[src/rtl/cache_nway.sv]
// cache_nway: WAYS-way set-associative, write-back, write-allocate cache
// with 16-byte lines and a per-set tree pseudo-LRU.
//
// Ports:
//   clk, reset          clock; asynchronous active-high reset
//   mem_address/read/write/byte_enable/wdata  CPU request (held until mem_resp)
//   mem_rdata, mem_resp CPU read data and one-cycle completion
//   pmem_address/rdata/wdata/read/write/resp  line-wide physical memory port
//   hit_count, miss_count  wrapping 16-bit event counters
//
// Address split: [3:0] byte offset, [3+INDEX_BITS:4] set index,
// [15:4+INDEX_BITS] tag.
module cache_nway #(
  parameter int WAYS       = 2,
  parameter int INDEX_BITS = 3
) (
  input  logic          clk,
  input  logic          reset,
  input  logic [15:0]   mem_address,
  input  logic          mem_read,
  input  logic          mem_write,
  input  logic [1:0]    mem_byte_enable,
  input  logic [15:0]   mem_wdata,
  output logic [15:0]   mem_rdata,
  output logic          mem_resp,
  output logic [15:0]   pmem_address,
  input  logic [127:0]  pmem_rdata,
  output logic [127:0]  pmem_wdata,
  output logic          pmem_read,
  output logic          pmem_write,
  input  logic          pmem_resp,
  output logic [15:0]   hit_count,
  output logic [15:0]   miss_count
);

  localparam int SETS     = 2 ** INDEX_BITS;
  localparam int TAG_BITS = 12 - INDEX_BITS;
  localparam int WAY_BITS = $clog2(WAYS);

  typedef enum logic [1:0] {IDLE, WRITEBACK, ALLOCATE} state_e;

  state_e                state_q;
  logic [WAY_BITS-1:0]   victim_q;
  logic [127:0]          data_q  [WAYS][SETS];
  logic [TAG_BITS-1:0]   tag_q   [WAYS][SETS];
  logic [WAYS-1:0]       valid_q [SETS];
  logic [WAYS-1:0]       dirty_q [SETS];
  logic [WAYS-2:0]       plru_q  [SETS];
  logic [15:0]           hit_q;
  logic [15:0]           miss_q;

  // Tree PLRU: nodes in heap order (children of n are 2n+1, 2n+2).
  // A node bit of 0 points the victim search left, 1 points it right.
  function automatic logic [WAY_BITS-1:0] plru_victim(input logic [WAYS-2:0] t);
    logic [WAY_BITS-1:0] w;
    logic [WAY_BITS-1:0] n;
    w = '0;
    n = '0;
    for (int l = 0; l < WAY_BITS; l++) begin
      w[WAY_BITS-1-l] = t[n];
      n = (n << 1) + WAY_BITS'(1) + WAY_BITS'(t[n]);
    end
    return w;
  endfunction

  // Every node on the accessed way's path is set to point away from it.
  function automatic logic [WAYS-2:0] plru_touch(input logic [WAYS-2:0] t,
                                                 input logic [WAY_BITS-1:0] w);
    logic [WAYS-2:0]     r;
    logic [WAY_BITS-1:0] n;
    logic                d;
    r = t;
    n = '0;
    for (int l = 0; l < WAY_BITS; l++) begin
      d    = w[WAY_BITS-1-l];
      r[n] = ~d;
      n    = (n << 1) + WAY_BITS'(1) + WAY_BITS'(d);
    end
    return r;
  endfunction

  logic [INDEX_BITS-1:0] idx;
  logic [TAG_BITS-1:0]   req_tag;
  logic [6:0]            word_base;
  logic                  req;
  logic                  is_write;
  logic                  hit;
  logic [WAY_BITS-1:0]   hit_way;
  logic [WAY_BITS-1:0]   victim_d;
  logic [127:0]          hit_line;
  logic [127:0]          merged_line;
  logic                  unused_addr_bit;

  assign idx             = mem_address[3+INDEX_BITS:4];
  assign req_tag         = mem_address[15:4+INDEX_BITS];
  assign word_base       = {mem_address[3:1], 4'b0000};
  assign unused_addr_bit = mem_address[0];
  assign req             = mem_read | mem_write;
  // Read and write together is handled as a write.
  assign is_write        = mem_write;

  // NOTE: every always_comb output gets a default first so no path leaves it
  // unassigned, which is what would otherwise infer a latch.
  always_comb begin
    hit     = 1'b0;
    hit_way = '0;
    for (int w = 0; w < WAYS; w++) begin
      if (valid_q[idx][w] && tag_q[w][idx] == req_tag) begin
        hit     = 1'b1;
        hit_way = WAY_BITS'(w);
      end
    end
  end

  // Lowest-numbered invalid way wins (descending scan, last match sticks);
  // otherwise the PLRU choice.
  always_comb begin
    victim_d = plru_victim(plru_q[idx]);
    for (int w = WAYS - 1; w >= 0; w--) begin
      if (!valid_q[idx][w]) victim_d = WAY_BITS'(w);
    end
  end

  assign hit_line = data_q[hit_way][idx];

  always_comb begin
    merged_line = hit_line;
    for (int b = 0; b < 2; b++) begin
      if (mem_byte_enable[b]) merged_line[int'(word_base) + 8*b +: 8] = mem_wdata[8*b +: 8];
    end
  end

  // NOTE: sequential state uses non-blocking assignments only, so every
  // register samples the pre-edge values regardless of statement order.
  always_ff @(posedge clk or posedge reset) begin
    if (reset) begin
      state_q  <= IDLE;
      victim_q <= '0;
      hit_q    <= '0;
      miss_q   <= '0;
      for (int s = 0; s < SETS; s++) begin
        valid_q[s] <= '0;
        dirty_q[s] <= '0;
        plru_q[s]  <= '0;
      end
    end else begin
      case (state_q)
        IDLE: begin
          if (req) begin
            if (hit) begin
              hit_q       <= hit_q + 16'd1;
              plru_q[idx] <= plru_touch(plru_q[idx], hit_way);
              if (is_write) dirty_q[idx][hit_way] <= 1'b1;
            end else begin
              miss_q   <= miss_q + 16'd1;
              victim_q <= victim_d;
              state_q  <= (valid_q[idx][victim_d] && dirty_q[idx][victim_d]) ? WRITEBACK
                                                                               : ALLOCATE;
            end
          end
        end
        WRITEBACK: if (pmem_resp) state_q <= ALLOCATE;
        ALLOCATE: begin
          if (pmem_resp) begin
            valid_q[idx][victim_q] <= 1'b1;
            dirty_q[idx][victim_q] <= 1'b0;
            state_q                <= IDLE;
          end
        end
        default: state_q <= IDLE;
      endcase
    end
  end

  // NOTE: data and tag arrays are deliberately not reset; the valid bits
  // alone decide whether their contents are meaningful.
  always_ff @(posedge clk) begin
    if (state_q == IDLE && req && hit && is_write) data_q[hit_way][idx] <= merged_line;
    if (state_q == ALLOCATE && pmem_resp) begin
      data_q[victim_q][idx] <= pmem_rdata;
      tag_q[victim_q][idx]  <= req_tag;
    end
  end

  // Outputs decode the registered state, so an asynchronous reset drops
  // pmem_read/pmem_write/mem_resp immediately.
  assign mem_resp     = (state_q == IDLE) && req && hit;
  assign mem_rdata    = hit_line[int'(word_base) +: 16];
  assign pmem_read    = (state_q == ALLOCATE);
  assign pmem_write   = (state_q == WRITEBACK);
  assign pmem_address = (state_q == WRITEBACK) ? {tag_q[victim_q][idx], idx, 4'b0000}
                                               : {mem_address[15:4], 4'b0000};
  assign pmem_wdata   = data_q[victim_q][idx];
  assign hit_count    = hit_q;
  assign miss_count   = miss_q;

endmodule

[config.mk]
export PLATFORM = sky130hd
export DESIGN_NAME = cache_nway
export DESIGN_NICKNAME = d
export VERILOG_FILES = /design/src/rtl/cache_nway.sv
export SDC_FILE = /design/constraint.sdc
export NUM_CORES = 2
export LEC_CHECK = 0
export CORE_MARGIN = 5
export CORE_UTILIZATION = 45
export CTS_CLUSTER_DIAMETER = 80
export CTS_CLUSTER_SIZE = 28
export DETAILED_ROUTE_END_ITERATION = 8
export PLACE_DENSITY = 0.61
export SLEW_MARGIN = 0
export SYNTH_ARGS = -nofsm -noshare
export SYNTH_HDL_FRONTEND = slang
export SYNTH_SLANG_ARGS = --single-unit
export TNS_END_PERCENT = 5
[constraint.sdc]
create_clock -name clk -period 11.9 [get_ports clk]
set_clock_uncertainty 0.2 [all_clocks]
set_input_delay 2.975 -clock clk [delete_from_list [all_inputs] [get_ports clk]]
set_output_delay 2.975 -clock clk [all_outputs]
set_load 0.02 [all_outputs]
Yosys cells after proc, flatten, opt, wreduce, memory -nomap -nowiden
Memories as Yosys holds them, arrays and structs flattened.
Cells that the tools add are included.
- $add $sub $neg: 5
- $lt $le $gt $ge: 7
- equal/unequal tests: 10
- shifts and indexed selects: 5
- muxes and demuxes: 72
- bitwise logic cells: 8
- reduce and logical (&&, ||, !) cells: 18
- operator list (cell ; count):
    $mux 1024 ; 4
    $reduce_or 1024->1 ; 1
    $mux 128 ; 7
    $bmux 128 s3 ; 2
    $demux 128 s3 ; 1
    $bwmux 128 ; 2
    $shift 8x33->128 const A ; 2
    $shiftx 8x33->128 ; 2
    $shiftx 128x8->16 ; 1
    $bmux 9 s3 ; 3
    $mux 16 ; 5
    $mux 72 ; 1
    $mux 9 ; 7
    $neg 7->33 ; 1
    $neg 8->33 ; 1
    $add 16x1->16 const B ; 2
    $or 16x16->16 ; 2
    $pmux 16 s2 ; 1
    $demux 9 s3 ; 1
    $mux 2 ; 11
    $eq 9x9->1 ; 2
    $mux 1 ; 17
    $and 16x16->16 ; 1
    $not 16->16 ; 1
    26 further kinds ; 47
- flip-flop bits (word level): 75
- bits in writable memories: 2192
- input bits: 167
- logic and storage cells: 155
- memories kept: 2
- memory list (name ; depth ; bits a word ; read ports ; clocked after Yosys merged registers in ; wr ports ; line ; RTL):
    data_q ; 2 ; 1024 ; 2 ; 0 ; 1 ; 44 ; logic [127:0] data_q [WAYS][SETS];
    tag_q ; 2 ; 72 ; 3 ; 0 ; 1 ; 45 ; logic [TAG_BITS-1:0] tag_q [WAYS][SETS];

Longest topological paths before layout
- word-level depth: 18
- depth in mapped cells: 19
- mapped depth without buffers: 11

Least setup slack after synthesis
OpenSTA, ideal clock, no wires.
- path type: input port to flip-flop
- start: input port mem_address[4]
- end: memory data_q[0][0] (netlist name), enable pin
- library setup time: 0.617 ns
- arrival time: 11.128 ns
- data required time: 11.083 ns
- slack: -0.045 ns
- cell stages on the path: 17
- cells stage by stage: buf_6 > buf_8 > mux4_2 > mux2i_1 > xor2_1 > nand2_1 > nor4b_1 > and2_1 > buf_4 > buf_6 > buf_6 > buf_4 > nor2_1 > o21a_1 > nand2b_1 > clkbuf_1 > nor2_1
- cells in the longest elaborated chain, start to end: 13
- RTL lines (element ; line ; RTL):
    start: declaration ; 19 ; input logic [15:0] mem_address,
    $not 3->4 (not written as such) (*) ; 108, 178, 180 ;
    parallel branches: the longest is 12 deep, another holds $ge 4x4->1 ; -- ;
    end: declaration ; 44 ;
Mark *: on every way between the ends. The select of a mux whose other input is x is not followed.

Worst setup path after layout
- start: input port mem_address[4]
- end: output port mem_rdata[8]
- cells in the longest elaborated chain, start to end: 12
- RTL lines (element ; line ; RTL):
    $not 3->4 (not written as such) (*) ; 108, 124 ;
    $bmux 9 s3 ; 108 ; if (valid_q[idx][w] && tag_q[w][idx] == req_tag) begin
    $mux 9 (not written as such) (2 in series) ; 108 ;
    $eq 9x9->1 ; 108 ;
    $logic_and 1x1->1 ; 108 ;
    $mux 1 ; 108 ;
    $mem_v2 2x1024 ; -- ;
    $bmux 128 s3 (*) ; 124 ; assign hit_line = data_q[hit_way][idx];
    $mux 128 (not written as such) (*) (2 in series) ; 124 ;
    $shiftx 128x8->16 (*) ; 188 ; assign mem_rdata = hit_line[int'(word_base) +: 16];
    end: declaration ; 24 ; output logic [15:0] mem_rdata,
Every way passes the cells marked *; elsewhere a longest branch is shown, timed or not. The select of a mux whose other input is x is not followed.

==> summary.md <==
| Metric | Value |
|---|---|
| Result of the run | finished, violations left |
| Failing checks | capacitance limit |
| Total power | 20400 uW |
| Post-DRT Antenna Nets | 0 |
| Total gr overflow | 0 |
| Largest delay share family, worst path | simple AND/OR/NAND/NOR gates |
| Worst path arrival time | 8.50 ns |
| Asr flop ratio synth | 0.0331 |
| Met1 usage | 0.431 |
| Antenna violations before repair | 33 |
| Critical path's slowest cell | nor4b_1 |
| CP endpoint kind | primary output |
| Cell Area, Synth | 107000 um2 |
| Worst Path Buf+Inv | 5 |
| Placer Congestion | 0.999 |
| Sequential share of the synthesized area | 0.632 |
| Post-CTS setup buffer count | 0 |
| Critical path class | input port to primary output |
| Slowest Stage Delay on Critical Path | 0.89 ns |
| PortBufs | 356 |
| CTS clk-pin slew, worst paths | 0.10 ns |
| Die width | 498 um |
| Fin crit period | 11.67 ns |
| Layout cells sized above 1 | 0.164 |
| Ys flop type | edfxtp_1 |
| Clock Path Buffers | 3 |
| Starting Density | 0.451 |
| First-pass GRT wire length | 567 mm |
| Vias in the first global route | 71700 |
| Initial DRC Count | 11100 |
| Final #Nets | 7679 |
| Core area | 237000 um2 |
| Setup ws final | 0.226 ns |
| Worst hold path type | flip-flop to flip-flop |
| Wire per inst | 38.1 um |
| Max FO, Critical Path | 77 |
| Via Count | 74300 |
| Via density | 6.89 |
| Fmax | 85.7 MHz |
| Critical Path RT | 8.73 ns |
| Worst VDD drop | 0.000190 V |
| EDFF count, synth | 2192 |
| Grt peak-use layer | met2 |
| Largest net degree at the start of global routing | 153 |
| Full die area | 248000 um2 |
| # DRC | 0 |
| Final hold viol count | 0 |
| Pre-CTS setup slack | 0.389 ns |
| Gr usage total | 0.322 |
| Slew HR | 0.00861 |
| Area growth syn-to-layout | 12.4% |
| # IOs | 362 |
| Final Hold Slack | 0.274 ns |
| Yosys Warn Count | 0 |
| Max-capacitance violation count | 2 |
| RSZ-0062 raised after global routing | false |
| DPL Wire Length | 248 mm |
| CTS sink count | 2267 |
| CTS Root Cell | clkbuf_16 |
| Num CTS Buffers | 120 |
| Yosys cell types | 85 |
| Mean Syn Cell Area | 14.8 um2 |
| Met3 Track Usage GR | 0.0711 |
| Final WL | 410 mm |
| Clock Latency Late Sink | 0.87 ns |
| Static Leak | 0.0392 uW |
| CTS tree | done |
| Measured slew at the worst slew-check pin | 1.48 ns |
| Die span in y | 498 um |
| Final Core Density | 0.507 |
| Router iterations before antenna repair | 6 |
| Seq cells post-synth | 2267 |
| CP Launch Type | input port |
| H-tree depth | 3 |
| Cts hold-fix bufs | 0 |
| # resized after CTS | 0 |
| Cell Pwr Density | 169 nW/um2 |
| CP Cell Sequence | buf_8 -> nor2b_1 -> a22o_1 -> or3_1 -> nand4_1 -> nor4_2 -> buf_12 -> buf_12 -> mux2i_1 -> o22ai_1 -> nor4b_1 -> nand2_1 -> o221ai_1 -> a211oi_1 -> buf_4 -> buf_4 |
| Met2 GRT Util | 0.484 |
| Final period util | 0.981 |
| Final Max Slew Viols | 0 |
| Setup violators final | 0 |
| Num rows | 179 |
| # fillers | 19800 |
| Cell count after synthesis | 7231 |
[cells in the final DEF (no fill, tap or decap), drive strengths merged, types with 12 or more instances in the layout]
cell,instances
edfxtp,2192
mux2i,887
nand2,727
mux4,502
buf,378
o22ai,347
clkdlybuf4s50,339
a21oi,337
nor2,310
o21ai,178
nand3,144
clkbuf,129
a31oi,107
a22oi,78
and3,78
dfrtp,75
a221oi,73
nor3,64
inv,61
mux2,54
or3,41
xnor2,36
clkinv,34
nand4,30
a22o,28
a211oi,23
a221o,22
o21a,22
o221ai,22
o211ai,21
nor4,20
or2,19
o22a,19
or4,17
diode,15
clkinvlp,13
nor2b,13
and2,12
[flip-flops by register name (all words and copies together), names as in the netlist]
name and count:
data_q 2048, tag_q 144, dirty_q 16, hit_count 16
miss_count 16, valid_q 16, plru_q 8, state_q 2
victim_q 1
[path summary, 6_finish.rpt]
kind	from	end	slack, ns	cells past startpoint
worst max-delay path	mem_address[4]	mem_rdata[8]	0.23	16
worst min-delay path	valid_q[15]	valid_q[15]	0.27	1
max in group asynchronous	reset	victim_q	8.19	3
worst max register to register	tag_q[1][19]	data_q[1][506]	5.59	13
min in group asynchronous	reset	hit_count[3]	2.55	3
worst min register to register	valid_q[15]	valid_q[15]	0.27	1
[logic make-up (layout without fill, tap and decap cells)]
| group | count (synthesis) | in the layout | share of synthesized area |
|---|---|---|---|
| other cells | 1 | 19 | 0.0000350 |
| buf+inv | 589 | 960 | 0.0239 |
| simple gates | 1515 | 1515 | 0.0629 |
| xor+xnor | 45 | 45 | 0.00368 |
| flops | 2267 | 2267 | 0.632 |
| mux | 1443 | 1443 | 0.194 |
| compound gates | 1363 | 1363 | 0.0817 |
| fa+ha+maj | 8 | 8 | 0.000935 |
[cell usage after synthesis (all sizes together), types with 75 or more instances]
cell	instances	area, um2
and3	78	488
o21ai	178	891
a22oi	78	586
a31oi	107	669
dfrtp	75	1880
a21oi	337	1690
edfxtp	2192	65800
buf	206	1120
nand2	727	2730
nand3	144	721
o22ai	347	2170
mux4	502	11300
clkbuf	365	1370
nor2	310	1170
mux2i	887	8890
[power by group]
part           switching [uW]  leakage [uW]  internal [uW]
clock                    2940       0.00203           2150
combinational            3410        0.0164           1900
sequential                174        0.0207           9780
total                    6520        0.0392          13800
[routing by layer]
| metal | vias to the layer above | part of all wire |
|---|---|---|
| met4 | 16 | 0.075 |
| met2 | 5200 | 0.44 |
| li1 | 29500 | - |
| met1 | 38500 | 0.37 |
| met5 | - | 0.00026 |
| met3 | 1104 | 0.11 |
[through the flow]
stage / instance area (um2) / TNS, ns / cells
2_1_floorplan: 107000 / -73.17 / 7234
3_3_place_gp: 116000 / 0 / 10500
3_5_place_dp: 116000 / 0 / 10500
4_1_cts: 120000 / 0 / 10800
5_1_grt: 120000 / 0 / 10800
6_report: 120000 / 0 / 10800
[final cells by class]
class,count,area [um2],share of cell area
flip-flops and latches,2267,67700,0.563
repair buffers,719,7110,0.0591
clock buffers,127,3080,0.0256
diodes,15,37.5,0.000312
well taps,3167,3960,0.0329
inverters,18,81.3,0.000676
clock inverters,96,1160,0.00965
multi-input cells,4378,37200,0.309
No activity file was read; power rests on OpenSTA's default activity.
